===== config.mk =====
export PLATFORM = sky130hd
export DESIGN_NAME = clk_div_ctrl_flat
export DESIGN_NICKNAME = d
export VERILOG_FILES = /design/src/rtl/clk_div_ctrl_if.sv /design/src/rtl/clk_div_ctrl.sv /design/src/flat_wrapper.sv
export SDC_FILE = /design/constraint.sdc
export NUM_CORES = 1
export LEC_CHECK = 0
export CELL_PAD_IN_SITES_DETAIL_PLACEMENT = 1
export CELL_PAD_IN_SITES_GLOBAL_PLACEMENT = 1
export CORE_UTILIZATION = 45
export CTS_CLUSTER_DIAMETER = 150
export DETAILED_ROUTE_END_ITERATION = 10
export PLACE_DENSITY_LB_ADDON = 0.1
export SYNTH_ARGS = -nofsm -noshare
export SYNTH_HDL_FRONTEND = slang
export SYNTH_SLANG_ARGS = --single-unit

===== constraint.sdc =====
create_clock -name clk -period 4.05 [get_ports clk]
set_input_delay 0.81 -clock clk [delete_from_list [all_inputs] [get_ports clk]]
set_output_delay 0.81 -clock clk [all_outputs]
set_load 0.02 [all_outputs]

===== src/rtl/clk_div_ctrl_if.sv =====
// Configuration handshake between the system config logic and clk_div_ctrl.
interface clk_div_ctrl_if #(
    parameter int unsigned CNT_W = 8
);
    logic             cfg_valid;
    logic [CNT_W-1:0] cfg_div;
    logic [CNT_W-1:0] cfg_high;
    logic             cfg_ready;
    logic             cfg_err;

    modport master (
        output cfg_valid, cfg_div, cfg_high,
        input  cfg_ready, cfg_err
    );

    modport slave (
        input  cfg_valid, cfg_div, cfg_high,
        output cfg_ready, cfg_err
    );
endinterface


===== src/rtl/clk_div_ctrl.sv =====
// Run-time programmable clock divider with boundary-aligned config updates.
// Optional CLKDIV_PERIOD_CNT_EN adds a saturating 16-bit period counter output.
module clk_div_ctrl #(
    parameter int unsigned CNT_W    = 8,
    parameter int unsigned DEF_DIV  = 10,
    parameter int unsigned DEF_HIGH = 4
) (
    input  logic             clk,
    input  logic             rst_n,
    input  logic             en,
    clk_div_ctrl_if.slave    cfg,
    output logic             clk_out,
    output logic             period_tick,
    output logic             active,
    output logic [CNT_W-1:0] div_cur,
    output logic [CNT_W-1:0] high_cur
`ifdef CLKDIV_PERIOD_CNT_EN
    ,
    output logic [15:0]      period_cnt
`endif
);
    typedef enum logic [1:0] {IDLE, RUN, PEND, DRAIN} state_t;

    state_t           state;
    logic [CNT_W-1:0] cnt;
    logic [CNT_W-1:0] pend_div;
    logic [CNT_W-1:0] pend_high;
    logic             pending;
    logic             wrap;
    logic             legal;
    logic             offer;
    logic             accept;

    assign cfg.cfg_ready = (state == IDLE) || (state == RUN);
    assign active        = (state != IDLE);

    always_comb begin
        wrap   = (cnt == div_cur - CNT_W'(1));
        legal  = (cfg.cfg_div >= CNT_W'(2)) && (cfg.cfg_high != '0) &&
                 (cfg.cfg_high < cfg.cfg_div);
        offer  = cfg.cfg_valid && cfg.cfg_ready;
        accept = offer && legal;
    end

    always_ff @(posedge clk or negedge rst_n) begin
        if (!rst_n) begin
            state       <= IDLE;
            cnt         <= '0;
            div_cur     <= CNT_W'(DEF_DIV);
            high_cur    <= CNT_W'(DEF_HIGH);
            pend_div    <= '0;
            pend_high   <= '0;
            pending     <= 1'b0;
            clk_out     <= 1'b0;
            period_tick <= 1'b0;
            cfg.cfg_err <= 1'b0;
        end else begin
            clk_out     <= (state != IDLE) && (cnt < high_cur);
            period_tick <= (state != IDLE) && (cnt == '0);
            cfg.cfg_err <= offer && !legal;

            if (state == IDLE) begin
                cnt <= '0;
                if (accept) begin
                    div_cur  <= cfg.cfg_div;
                    high_cur <= cfg.cfg_high;
                end
                if (en) state <= RUN;
            end else if (wrap) begin
                // Period boundary: pending settings (or one offered right now) start the next period.
                cnt     <= '0;
                pending <= 1'b0;
                if (pending) begin
                    div_cur  <= pend_div;
                    high_cur <= pend_high;
                end else if (accept) begin
                    div_cur  <= cfg.cfg_div;
                    high_cur <= cfg.cfg_high;
                end
                state <= en ? RUN : IDLE;
            end else begin
                cnt <= cnt + CNT_W'(1);
                if (accept) begin
                    pend_div  <= cfg.cfg_div;
                    pend_high <= cfg.cfg_high;
                    pending   <= 1'b1;
                end
                if (!en)                      state <= DRAIN;
                else if (pending || accept)   state <= PEND;
                else                          state <= RUN;
            end
        end
    end

`ifdef CLKDIV_PERIOD_CNT_EN
    always_ff @(posedge clk or negedge rst_n) begin
        if (!rst_n) begin
            period_cnt <= '0;
        end else if (state == IDLE && en) begin
            period_cnt <= '0;
        end else if (state != IDLE && cnt == '0 && period_cnt != 16'hFFFF) begin
            period_cnt <= period_cnt + 16'd1;
        end
    end
`endif
endmodule


===== src/flat_wrapper.sv =====
// flat-port wrapper written by rule: the top's interface ports become plain ports
module clk_div_ctrl_flat 
#(
    parameter int unsigned CNT_W    = 8,
    parameter int unsigned DEF_DIV  = 10,
    parameter int unsigned DEF_HIGH = 4
)
  (clk, rst_n, en, clk_out, period_tick, active, div_cur, high_cur, cfg_cfg_valid, cfg_cfg_div, cfg_cfg_high, cfg_cfg_ready, cfg_cfg_err);
  clk_div_ctrl_if #(.CNT_W(CNT_W)) cfg_i ();
  input  logic clk;
  input  logic rst_n;
  input  logic en;
  output logic clk_out;
  output logic period_tick;
  output logic active;
  output logic [CNT_W-1:0] div_cur;
  output logic [CNT_W-1:0] high_cur;
  input wire logic [$bits(cfg_i.cfg_valid)-1:0] cfg_cfg_valid;
  input wire logic [$bits(cfg_i.cfg_div)-1:0] cfg_cfg_div;
  input wire logic [$bits(cfg_i.cfg_high)-1:0] cfg_cfg_high;
  output wire logic [$bits(cfg_i.cfg_ready)-1:0] cfg_cfg_ready;
  output wire logic [$bits(cfg_i.cfg_err)-1:0] cfg_cfg_err;
  assign cfg_i.cfg_valid = cfg_cfg_valid;
  assign cfg_i.cfg_div = cfg_cfg_div;
  assign cfg_i.cfg_high = cfg_cfg_high;
  assign cfg_cfg_ready = cfg_i.cfg_ready;
  assign cfg_cfg_err = cfg_i.cfg_err;
  clk_div_ctrl #(.CNT_W(CNT_W), .DEF_DIV(DEF_DIV), .DEF_HIGH(DEF_HIGH)) u_core (.clk(clk), .rst_n(rst_n), .en(en), .cfg(cfg_i), .clk_out(clk_out), .period_tick(period_tick), .active(active), .div_cur(div_cur), .high_cur(high_cur));
endmodule

* Yosys cells after proc, flatten, opt, wreduce, memory -nomap -nowiden
Index checks and enable logic that the tools add are counted.
** Cells by class
- $add $sub $neg :: 2
- Bitwise operators :: 2
- Reductions and logical operators :: 18
- Eq/ne operators :: 3
- Multiplexer cells :: 18
- $lt $le $gt $ge :: 3
** Operators by type and width (number)
- 8-bit 2-to-1 mux :: 10
- 8-bit less-than comparator :: 2
- 2-bit 2-to-1 mux :: 5
- 8-bit by 1-bit adder with 8-bit output, second input constant :: 1
- 8-bit == test :: 1
- 8-bit by 2-bit greater-or-equal comparator with 1-bit output, second input constant :: 1
- 8-bit zero test :: 1
- 8-bit nonzero test :: 1
- 8-bit by 1-bit subtractor with 8-bit output, second input constant :: 1
- 1-bit logical AND :: 7
- 2-bit nonzero test :: 3
- 1-bit 2-to-1 mux :: 3
- 3-bit AND reduction :: 1
- 2-bit by 1-bit == test with 1-bit output, second input constant :: 1
- 2-bit zero test :: 1
- 1-bit logical OR :: 2
- 2-bit inequality test, second input constant :: 1
- 1-bit NOT :: 2
- 2-bit AND reduction :: 1
- 1-bit zero test :: 1
** Storage, ports and cells
- Bits of input ports :: 20
- Logic and storage cells :: 56
- Register bits after elaboration :: 46

* Depth between registers and ports, before layout
Gate-level depths: netlist of run 1.
- Word-level depth :: 9
- Mapped depth :: 9
- Gate-level depth less buffers :: 8

* Worst setup path before layout of run 1
Ideal clock, no wire load.
- Path kind :: in2reg
- From :: input port cfg_cfg_div[5]
- To :: register u_core.pend_div[0]
- Path slack :: 1.319 ns
- Required time :: 3.925 ns
- Arrival :: 2.606 ns
- Buffers on the path :: 1
- Cell stages on the path :: 9
- Cells stage by stage :: inv_1 ha_1 a21o_1 a32oi_1 and4_1 nand2_1 nor3_4 buf_12 mux2_4
** On the way
- Longest elaborated chain between the ends :: 5
- Elaborated cells on any way between the ends :: 6
- Those cells by class :: order compare: 2; reduce/logical: 4
** RTL lines
- start: declaration :: line flat_wrapper.sv:19 : input wire logic [$bits(cfg_i.cfg_div)-1:0] cfg_cfg_div;
- 8-bit by 2-bit greater-or-equal comparator with 1-bit output :: line clk_div_ctrl.sv:39 : legal = (cfg.cfg_div >= CNT_W'(2)) && (cfg.cfg_high != '0) &&
- 1-bit logical AND :: line clk_div_ctrl.sv:39
- 1-bit logical AND (*) :: line clk_div_ctrl.sv:39
- 1-bit logical AND (*) :: line clk_div_ctrl.sv:42 : accept = offer && legal;
- 3-bit AND reduction (no source line) (*)
- end signal: assignment :: line clk_div_ctrl.sv:84 : pend_div <= cfg.cfg_div;
- end: declaration :: line clk_div_ctrl.sv:26 : logic [CNT_W-1:0] pend_div;
Mark *: on every way between the ends. The rest lies on a longest branch, timed or not.
A chain may end at the register's enable or synchronous reset.

* Worst setup path after layout of run 1
- From :: input port cfg_cfg_div[5]
- To :: register u_core.pend_high[4]
** On the way
- Longest elaborated chain between the ends :: 5
- Elaborated cells on any way between the ends :: 6
- Those cells by class :: order compare: 2; reduce/logical: 4
** RTL lines
- 8-bit by 2-bit greater-or-equal comparator with 1-bit output :: line clk_div_ctrl.sv:39
- 1-bit logical AND :: line clk_div_ctrl.sv:39
- 1-bit logical AND (*) :: line clk_div_ctrl.sv:39
- 1-bit logical AND (*) :: line clk_div_ctrl.sv:42
- 3-bit AND reduction (no source line) (*)
- end signal: assignment :: line clk_div_ctrl.sv:85 : pend_high <= cfg.cfg_high;
- end: declaration :: line clk_div_ctrl.sv:27 : logic [CNT_W-1:0] pend_high;
Marks and branches as above.

==> impl_metrics.ini, run 1 <==
[yosys]
synth_fp_nets = 268
async_flop_share_pct = 100
synthFlopType = dfrtp_1
syn_area_mm2 = 0.00260
synth.ff_latch_count = 46
synth_cell_types = 49
synth_cells = 231
ys_seq_area_share_pct = 44.4
synth_edf_count = 0
ys.warnings.count = 0
syn_area_per_cell_um2 = 11.3

[clock_tree]
clkLatencyLatePin_ps = 300
clock-sinks = 46
cts_tree = built
cts_resized = 0
clockBufferDepth = 2
cts-buffers-inserted = 5
cts_max_level = 2
hold_buffers = 0
cts-root-buf = clkbuf_8
clk_pin_slew_ps = 80
post_cts.repair.setup_buffers = 0

[layout]
regArea_mm2 = 0.00115
final_cell_mix = dfrtp_1, clkdlybuf4s50_1, inv_1
diodes = 0
final_nets = 312
synthToLayoutAreaGrowth_pct = 21.9
drive_above_1_share_pct = 14.5
multi_input_area_mm2 = 0.00132
final_common_cell = dfrtp_1
fillCellCount = 605

[critical_path]
crit_buf_inv = 3
setup.worst_path.class = input pin to register
worstRegToRegCells = 9
setup.worst_path.start = cfg_cfg_div[5]
worstSetupStartpointType = input pin
critPathCaptureType = register
path_cells = clkdlybuf4s50_1, inv_1, ha_1, a21o_1, a32oi_1, and4_1, nand2_1, nor3_4, buf_12, mux2_2
crit_family = buffers and inverters
arrival_ps = 3350
r2r-end = u_core.div_cur[4]
critPathMaxFanout = 13
slowest_stage = clkdlybuf4s50_1
cp.required_ps = 4230
r2r-start = u_core.div_cur[0]
max_stage_delay_ps = 500
endpoint = u_core.pend_high[4]
cp.depth = 10
rrSetupSlack_ps = 1230

[sta]
hold_viol = 0
tightest_slew_ps = 1030
setup_viol = 0
slew_violations = 0
setup_tns_ps = 0
finClkSkew_ps = 11.9
max_freq_mhz = 316
finalCritPeriodShare_pct = 78.2
final.min_clock_period_ps = 3170
rsz0062_at_grt = false
slew_headroom_pct = 31.0

[pwr]
p_total_mw = 2.35
internal_power_mw = 1.41
clockPowerShare_pct = 12.7
powerDensity_mw_per_mm2 = 742
p_seq_share_pct = 38.1
p_leak_nw = 1.42
sw_frac_of_total_pct = 39.9
combPwrFrac_pct = 49.2
p_sw_uw = 940
ir_worst_vdd_mv = 0.390

[detailed_routing]
via_per_inst = 5.76
ant_nets = 0
drtIter0Drc = 74
wire_per_inst_um = 19.1
drc = 0
drt-pass1-iter-count = 4
wirelength_mm = 6.65
dr_total_vias = 2005

[run]
maxCapViolations = 0

[global_routing]
grt_util_met2_pct = 40.3
grt_pass1_wl_mm = 11.2
top_usage_layer = met2
track_usage_pct = 24.4
grt_overflow_total = 0
grt_max_degree = 47
grt.met3_usage_pct = 4.53
grt_use_met1_pct = 32.7
grt_pass1_vias = 2150
grt_antenna_before_repair = 0

[floorplan]
io_pins = 41
rows = 27
core_mm2 = 0.00554
dieHeight_um = 78.0
die_w_um = 78.0
initial_core_util_pct = 46.9
die-area_mm2 = 0.00609

[placed_design]
place.detailed.hpwl_mm = 4.86
port_buffers = 40
gp_congestion = 0.843

[min_path]
min_path_type = register to register

[status]
status = finished, final reports clean
-- metrics by stage --
stage / utilization, % / setup WS, ps / hold WS [ps] / cell area, um2 / std cells
floorplan: - / 1320 / 481 / 2600 / 231
detailed placement: 55.6 / 554 / 495 / 3080 / 340
global route: 57.2 / 769 / 524 / 3170 / 348
global placement: 55.6 / 661 / 490 / 3080 / 340
finish: 57.2 / 882 / 510 / 3170 / 348
CTS: 57.2 / 887 / 515 / 3170 / 348
-- cell families after synthesis --
group                    count (synthesis)  share of synthesized area, %
XOR/XNOR                                18                          6.06
adder cells (fa/ha/maj)                 17                          8.18
buffers and inverters                   27                          4.76
flip-flops                              46                          44.4
multiplexers                            17                          8.81
AND/OR/NAND/NOR                         52                          11.4
AO/OA/AOI/OAI                           54                          16.4
-- registers in the layout, indices dropped and copies added, names as in the netlist --
signal,flops
u_core.cfg.cfg_err,1
u_core.pend_div,8
u_core.cnt,8
u_core.clk_out,1
u_core.high_cur,8
u_core.state,2
u_core.div_cur,8
u_core.pend_high,8
u_core.pending,1
u_core.period_tick,1
-- worst register-to-register path, cell delays in order (launching register included) --
cell and delay [ps]:
dfrtp_1 480, inv_1 100, ha_1 180, or3b_1 400
nor3_1 190, xnor2_1 200, o2111ai_2 240, nand2_1 520
buf_4 300, a2bb2oi_1 90
-- how the worst min path moves through the flow --
stage | depth (start not counted) | to | startpoint | slack [ps]
CTS | 1 | u_core.pend_high[1] | u_core.pend_high[1] | 520
global placement | 1 | u_core.pend_high[3] | u_core.pend_high[3] | 490
floorplan | 1 | u_core.pend_div[7] | u_core.pend_div[7] | 480
detailed placement | 1 | u_core.pend_high[5] | u_core.pend_high[5] | 500
global route | 1 | u_core.pend_high[0] | u_core.pend_high[0] | 520
finish | 1 | u_core.pend_high[3] | u_core.pend_high[3] | 510
-- area by class of cell --
type / instances / area share [%]
Timing Repair Buffer: 44 / 13.8
Sequential cell: 46 / 36.4
Clock buffer: 7 / 2.72
Multi-Input combinational cell: 158 / 41.7
Inverter: 20 / 2.37
Clock inverter: 1 / 0.158
Tap cell: 72 / 2.84
-- synthesized netlist by cell type (4+ instances only) --
library cell | number | area, um2
ha_1 | 17 | 213
xnor2_1 | 11 | 96.3
nor2_1 | 13 | 48.8
mux2_4 | 10 | 150
dfrtp_1 | 43 | 1080
nor4_1 | 4 | 25.0
o22ai_1 | 16 | 100
a21oi_1 | 4 | 20.0
a2bb2oi_1 | 15 | 131
mux2_2 | 7 | 78.8
inv_1 | 19 | 71.3
nand3_1 | 5 | 25.0
xor2_1 | 7 | 61.3
o21ai_0 | 4 | 20.0
nor3_1 | 4 | 20.0
nand2_1 | 5 | 18.8
-- per-layer routing --
layer  up-vias  part of all wire (%)  routed length [um]
met5         -                     0                   0
met4         0                   1.7                 112
met3        12                   2.7                 182
met2        37                    49                3250
met1      1022                    47                3100
li1        934                     -                   -
-- power by group through the flow --
stage	combinational [mW]	clock, mW	sequential (mW)
6_report	1.16	0.298	0.897
3_5_place_dp	1.16	0	0.900
5_1_grt	1.27	0.321	0.928
3_3_place_gp	1.11	0	0.897
4_1_cts	1.17	0.303	0.896
2_1_floorplan	0.702	0	0.924
Note: power is estimated with default switching activity, not from simulation.
==> inputs of run 2 (changes only) <==
- CORE_UTILIZATION: 45 -> 42
- clock period: 4.05 -> 3.2 ns (I/O delays scaled with it)
==> run 2 against run 1 <==
Net effect:
- cell count up 2.3%
- clock skew down 4.8 ps
- utilization fell by 2.8 points
- global-route usage fell by 2.2 points
- via count down 1.1%
- flip-flop and latch count is the same
- first-iteration DRC count grew 12%
- clock power up 50%
- sequential power is 26% higher
- critical path depth unchanged
- combinational power rose by 28%
- power up 30%
- largest power group unchanged
==> impl_metrics.ini, run 2 (synthesis results as in run 1) <==
[status]
status = finished, final reports clean

[detailed_routing]
ant_nets = 0
drt-pass1-iter-count = 4
drtIter0Drc = 83
wire_per_inst_um = 18.2
wirelength_mm = 6.47
dr_total_vias = 1983
via_per_inst = 5.57
drc = 0

[clock_tree]
post_cts.repair.setup_buffers = 0
clockBufferDepth = 2
cts_max_level = 2
cts_tree = built
clkLatencyLatePin_ps = 310
cts-root-buf = clkbuf_8
cts_resized = 0
hold_buffers = 0
clk_pin_slew_ps = 90
clock-sinks = 46
cts-buffers-inserted = 5

[layout]
diodes = 0
synthToLayoutAreaGrowth_pct = 24.7
final_nets = 317
drive_above_1_share_pct = 16.4
final_common_cell = dfrtp_1
fillCellCount = 663
finish.utilization_pct = 54.4
final_cell_mix = dfrtp_1, clkdlybuf4s50_1, inv_1

[sta]
tightest_slew_ps = 1040
hold_viol = 0
max_freq_mhz = 351
setup_viol = 0
setup_tns_ps = 0
slew_violations = 0
finalCritPeriodShare_pct = 89.0
rsz0062_at_grt = false
slew_headroom_pct = 30.6
finClkSkew_ps = 7.10
final.min_clock_period_ps = 2850

[floorplan]
core_mm2 = 0.00596
die-area_mm2 = 0.00651
io_pins = 41
rows = 28
dieHeight_um = 80.7
initial_core_util_pct = 43.7
die_w_um = 80.7

[global_routing]
grt_max_degree = 47
grt_antenna_before_repair = 0
grt_pass1_vias = 1976
track_usage_pct = 22.2
grt_pass1_wl_mm = 10.6
grt_overflow_total = 0

[critical_path]
critPathMaxFanout = 13
cp.required_ps = 3400
worstSetupStartpointType = input pin
setup.worst_path.class = input pin to register
arrival_ps = 3040
critPathCaptureType = register

[min_path]
min_path_type = input pin to async pin

[placed_design]
place.detailed.hpwl_mm = 4.74
port_buffers = 40
gp_congestion = 0.854

[pwr]
p_total_mw = 3.06
p_leak_nw = 1.46
ir_worst_vdd_mv = 0.445
powerDensity_mw_per_mm2 = 943

[run]
maxCapViolations = 0
## run 2: changes by cell type in the layout (fill, tap and decap cells not counted), sizes merged
cell and delta:
buf +5, clkbuf -2, bufinv +1, clkinv +1
## run 2: layer usage
layer	share of wire (%)	GRT usage, %
met4	0.82	4.29
met5	0	0
met2	48	35.4
met3	3.0	4.66
met1	48	30.9
## run 2: final timing paths
| path | from | endpoint | slack [ps] | cells past startpoint |
|---|---|---|---|---|
| min in group clk | u_core.pend_high[0] | u_core.pend_high[0] | 520 | 1 |
| hold / removal | rst_n | u_core.pend_high[6] | 500 | 1 |
| setup reg to reg | u_core.div_cur[0] | u_core.pend_high[1] | 700 | 9 |
| setup / recovery | cfg_cfg_div[5] | u_core.pend_high[1] | 350 | 10 |
| max in group asynchronous | rst_n | u_core.high_cur[1] | 2040 | 1 |
| hold reg to reg | u_core.pend_high[0] | u_core.pend_high[0] | 520 | 1 |
## run 2: critical path, stage by stage
cell	delay (ps)
clkdlybuf4s50_1	530
inv_1	80
ha_1	290
a21o_1	160
a32oi_1	220
and4_1	270
nand2_1	120
nor3_4	200
buf_12	190
mux2_2	340
## run 2: per-stage QoR
stage	setup WS [ps]	hold slack (ps)	instances	instance area (um2)
finish	351	501	356	3240
global route	235	533	356	3240
CTS	347	518	356	3240
detailed placement	51.5	498	348	3130
global placement	116	490	348	3130
floorplan	639	344	231	2600
## run 2: where the power goes
group	internal (mW)	total, mW	switching, mW
sequential	0.849	1.13	0.277
combinational	0.783	1.49	0.702
clock	0.230	0.447	0.216
## run 2: area by class of cell
| type | instances | area (um2) | area share [%] |
|---|---|---|---|
| clock buffers | 5 | 68.8 | 2.12 |
| well taps | 75 | 93.8 | 2.89 |
| inverters | 20 | 75.1 | 2.32 |
| multi-input cells | 158 | 1320 | 40.8 |
| repair buffers | 49 | 488 | 15.1 |
| flip-flops and latches | 46 | 1150 | 35.6 |
| clock inverters | 3 | 40.0 | 1.24 |
==> inputs of run 3 (changes only) <==
- CORE_UTILIZATION: 42 -> 45
- CTS_CLUSTER_DIAMETER: 150 -> unset
- DONT_BUFFER_PORTS: unset -> 1
==> run 3 against run 2 <==
Net effect:
- die area decreased by 6.5%
- clock skew rose by 5.2 ps
- sequential share of layout area rose by 6.4 points
==> impl_metrics.ini, run 3 (synthesis results as in run 1) <==
[status]
status = finished, final reports clean

[layout]
drive_above_1_share_pct = 15.7
diodes = 0
final_common_cell = dfrtp_1
final_nets = 272
stdcell_area_mm2 = 0.00275
final_cell_mix = dfrtp_1, inv_1, ha_1
fillCellCount = 611
synthToLayoutAreaGrowth_pct = 5.82
finish.utilization_pct = 49.7
fin_cells = 308

[critical_path]
worstSetupStartpointType = register
critPathCaptureType = register
r2r-start = u_core.div_cur[0]
arrival_ps = 2910
crit_family = simple AND/OR/NAND/NOR gates
crit_buf_inv = 2
slowest_stage = dfrtp_1
r2r-end = u_core.pend_high[3]
path_cells = inv_1, ha_1, or3b_1, nor3_1, xnor2_1, o2111a_2, nor3_4, buf_4, mux2_2
setup.worst_path.class = register to register
max_stage_delay_ps = 530
critPathMaxFanout = 16
worstRegToRegCells = 9
cp.required_ps = 3380
rrSetupSlack_ps = 480

[sta]
setup_tns_ps = 0
tightest_slew_ps = 624
max_freq_mhz = 367
slew_headroom_pct = 58.3
finClkSkew_ps = 12.3
rsz0062_at_grt = false
hold_viol = 0
slew_violations = 0
finalCritPeriodShare_pct = 85.1
setup_viol = 0
final.min_clock_period_ps = 2720

[global_routing]
grt_pass1_vias = 2001
grt_overflow_total = 0
grt_pass1_wl_mm = 11.0
grt_max_degree = 47
track_usage_pct = 23.8
grt_antenna_before_repair = 0

[placed_design]
post-place-cells = 300
place.detailed.hpwl_mm = 4.78
gp_congestion = 0.822
placed_area_mm2 = 0.00267
port_buffers = 0

[pwr]
ir_worst_vdd_mv = 0.433
p_leak_nw = 1.25
powerDensity_mw_per_mm2 = 981
p_total_mw = 2.70

[clock_tree]
clock-sinks = 46
clkLatencyLatePin_ps = 300
clockBufferDepth = 2
clk_pin_slew_ps = 90
cts_tree = built
cts-root-buf = clkbuf_8
cts-buffers-inserted = 5
post_cts.repair.setup_buffers = 0
cts_max_level = 2
hold_buffers = 0
cts_resized = 0

[floorplan]
rows = 27
io_pins = 41
die_w_um = 78.0
dieHeight_um = 78.0
die-area_mm2 = 0.00609
core_mm2 = 0.00554
initial_core_util_pct = 46.9

[detailed_routing]
dr_total_vias = 1847
wire_per_inst_um = 20.8
drt-pass1-iter-count = 4
ant_nets = 0
via_per_inst = 6.00
drc = 0
wirelength_mm = 6.41
drtIter0Drc = 99

[min_path]
min_path_type = input pin to async pin

[run]
maxCapViolations = 0
==> run 3: final cells by class <==
| class | count | area (um2) | share of cell area, % |
|---|---|---|---|
| Clock buffer | 8 | 80.1 | 2.91 |
| Inverter | 20 | 75.1 | 2.73 |
| Multi-Input combinational cell | 158 | 1320 | 48.0 |
| Sequential cell | 46 | 1150 | 42.0 |
| Timing Repair Buffer | 4 | 30.0 | 1.09 |
| Tap cell | 72 | 90.1 | 3.27 |
==> run 3: power breakdown <==
part	internal [mW]	total, mW	switching, mW
Combinational	0.568	1.08	0.507
Sequential	0.849	1.27	0.425
Clock	0.156	0.349	0.193
==> run 3: per-stage QoR <==
step	setup WS (ps)	hold WS [ps]
5_1_grt	311	4.02
2_1_floorplan	639	344
4_1_cts	461	15.9
6_report	477	21.5
3_5_place_dp	444	345
3_3_place_gp	568	345
==> run 3: per-layer routing <==
| metal | GRT usage, % | share of wire (%) | vias to the layer above |
|---|---|---|---|
| met5 | 0 | 0 | - |
| met4 | 6.11 | 1.3 | 0 |
| met3 | 5.81 | 4.1 | 8 |
| met2 | 39.4 | 49 | 44 |
| met1 | 31.2 | 45 | 936 |
| li1 | - | - | 859 |
==> run 3: worst max-delay path by stage <==
stage                                     end  slack, ps  depth (start not counted)               from
after detailed placement   u_core.high_cur[0]        440                          8     cfg_cfg_div[5]
after CTS                 u_core.pend_high[0]        460                          9  u_core.div_cur[0]
final                     u_core.pend_high[3]        480                          9  u_core.div_cur[0]
after floorplan            u_core.pend_div[0]        640                          9     cfg_cfg_div[5]
after global routing        u_core.div_cur[2]        310                          8  u_core.div_cur[0]
after global placement    u_core.pend_high[4]        570                          9     cfg_cfg_div[5]
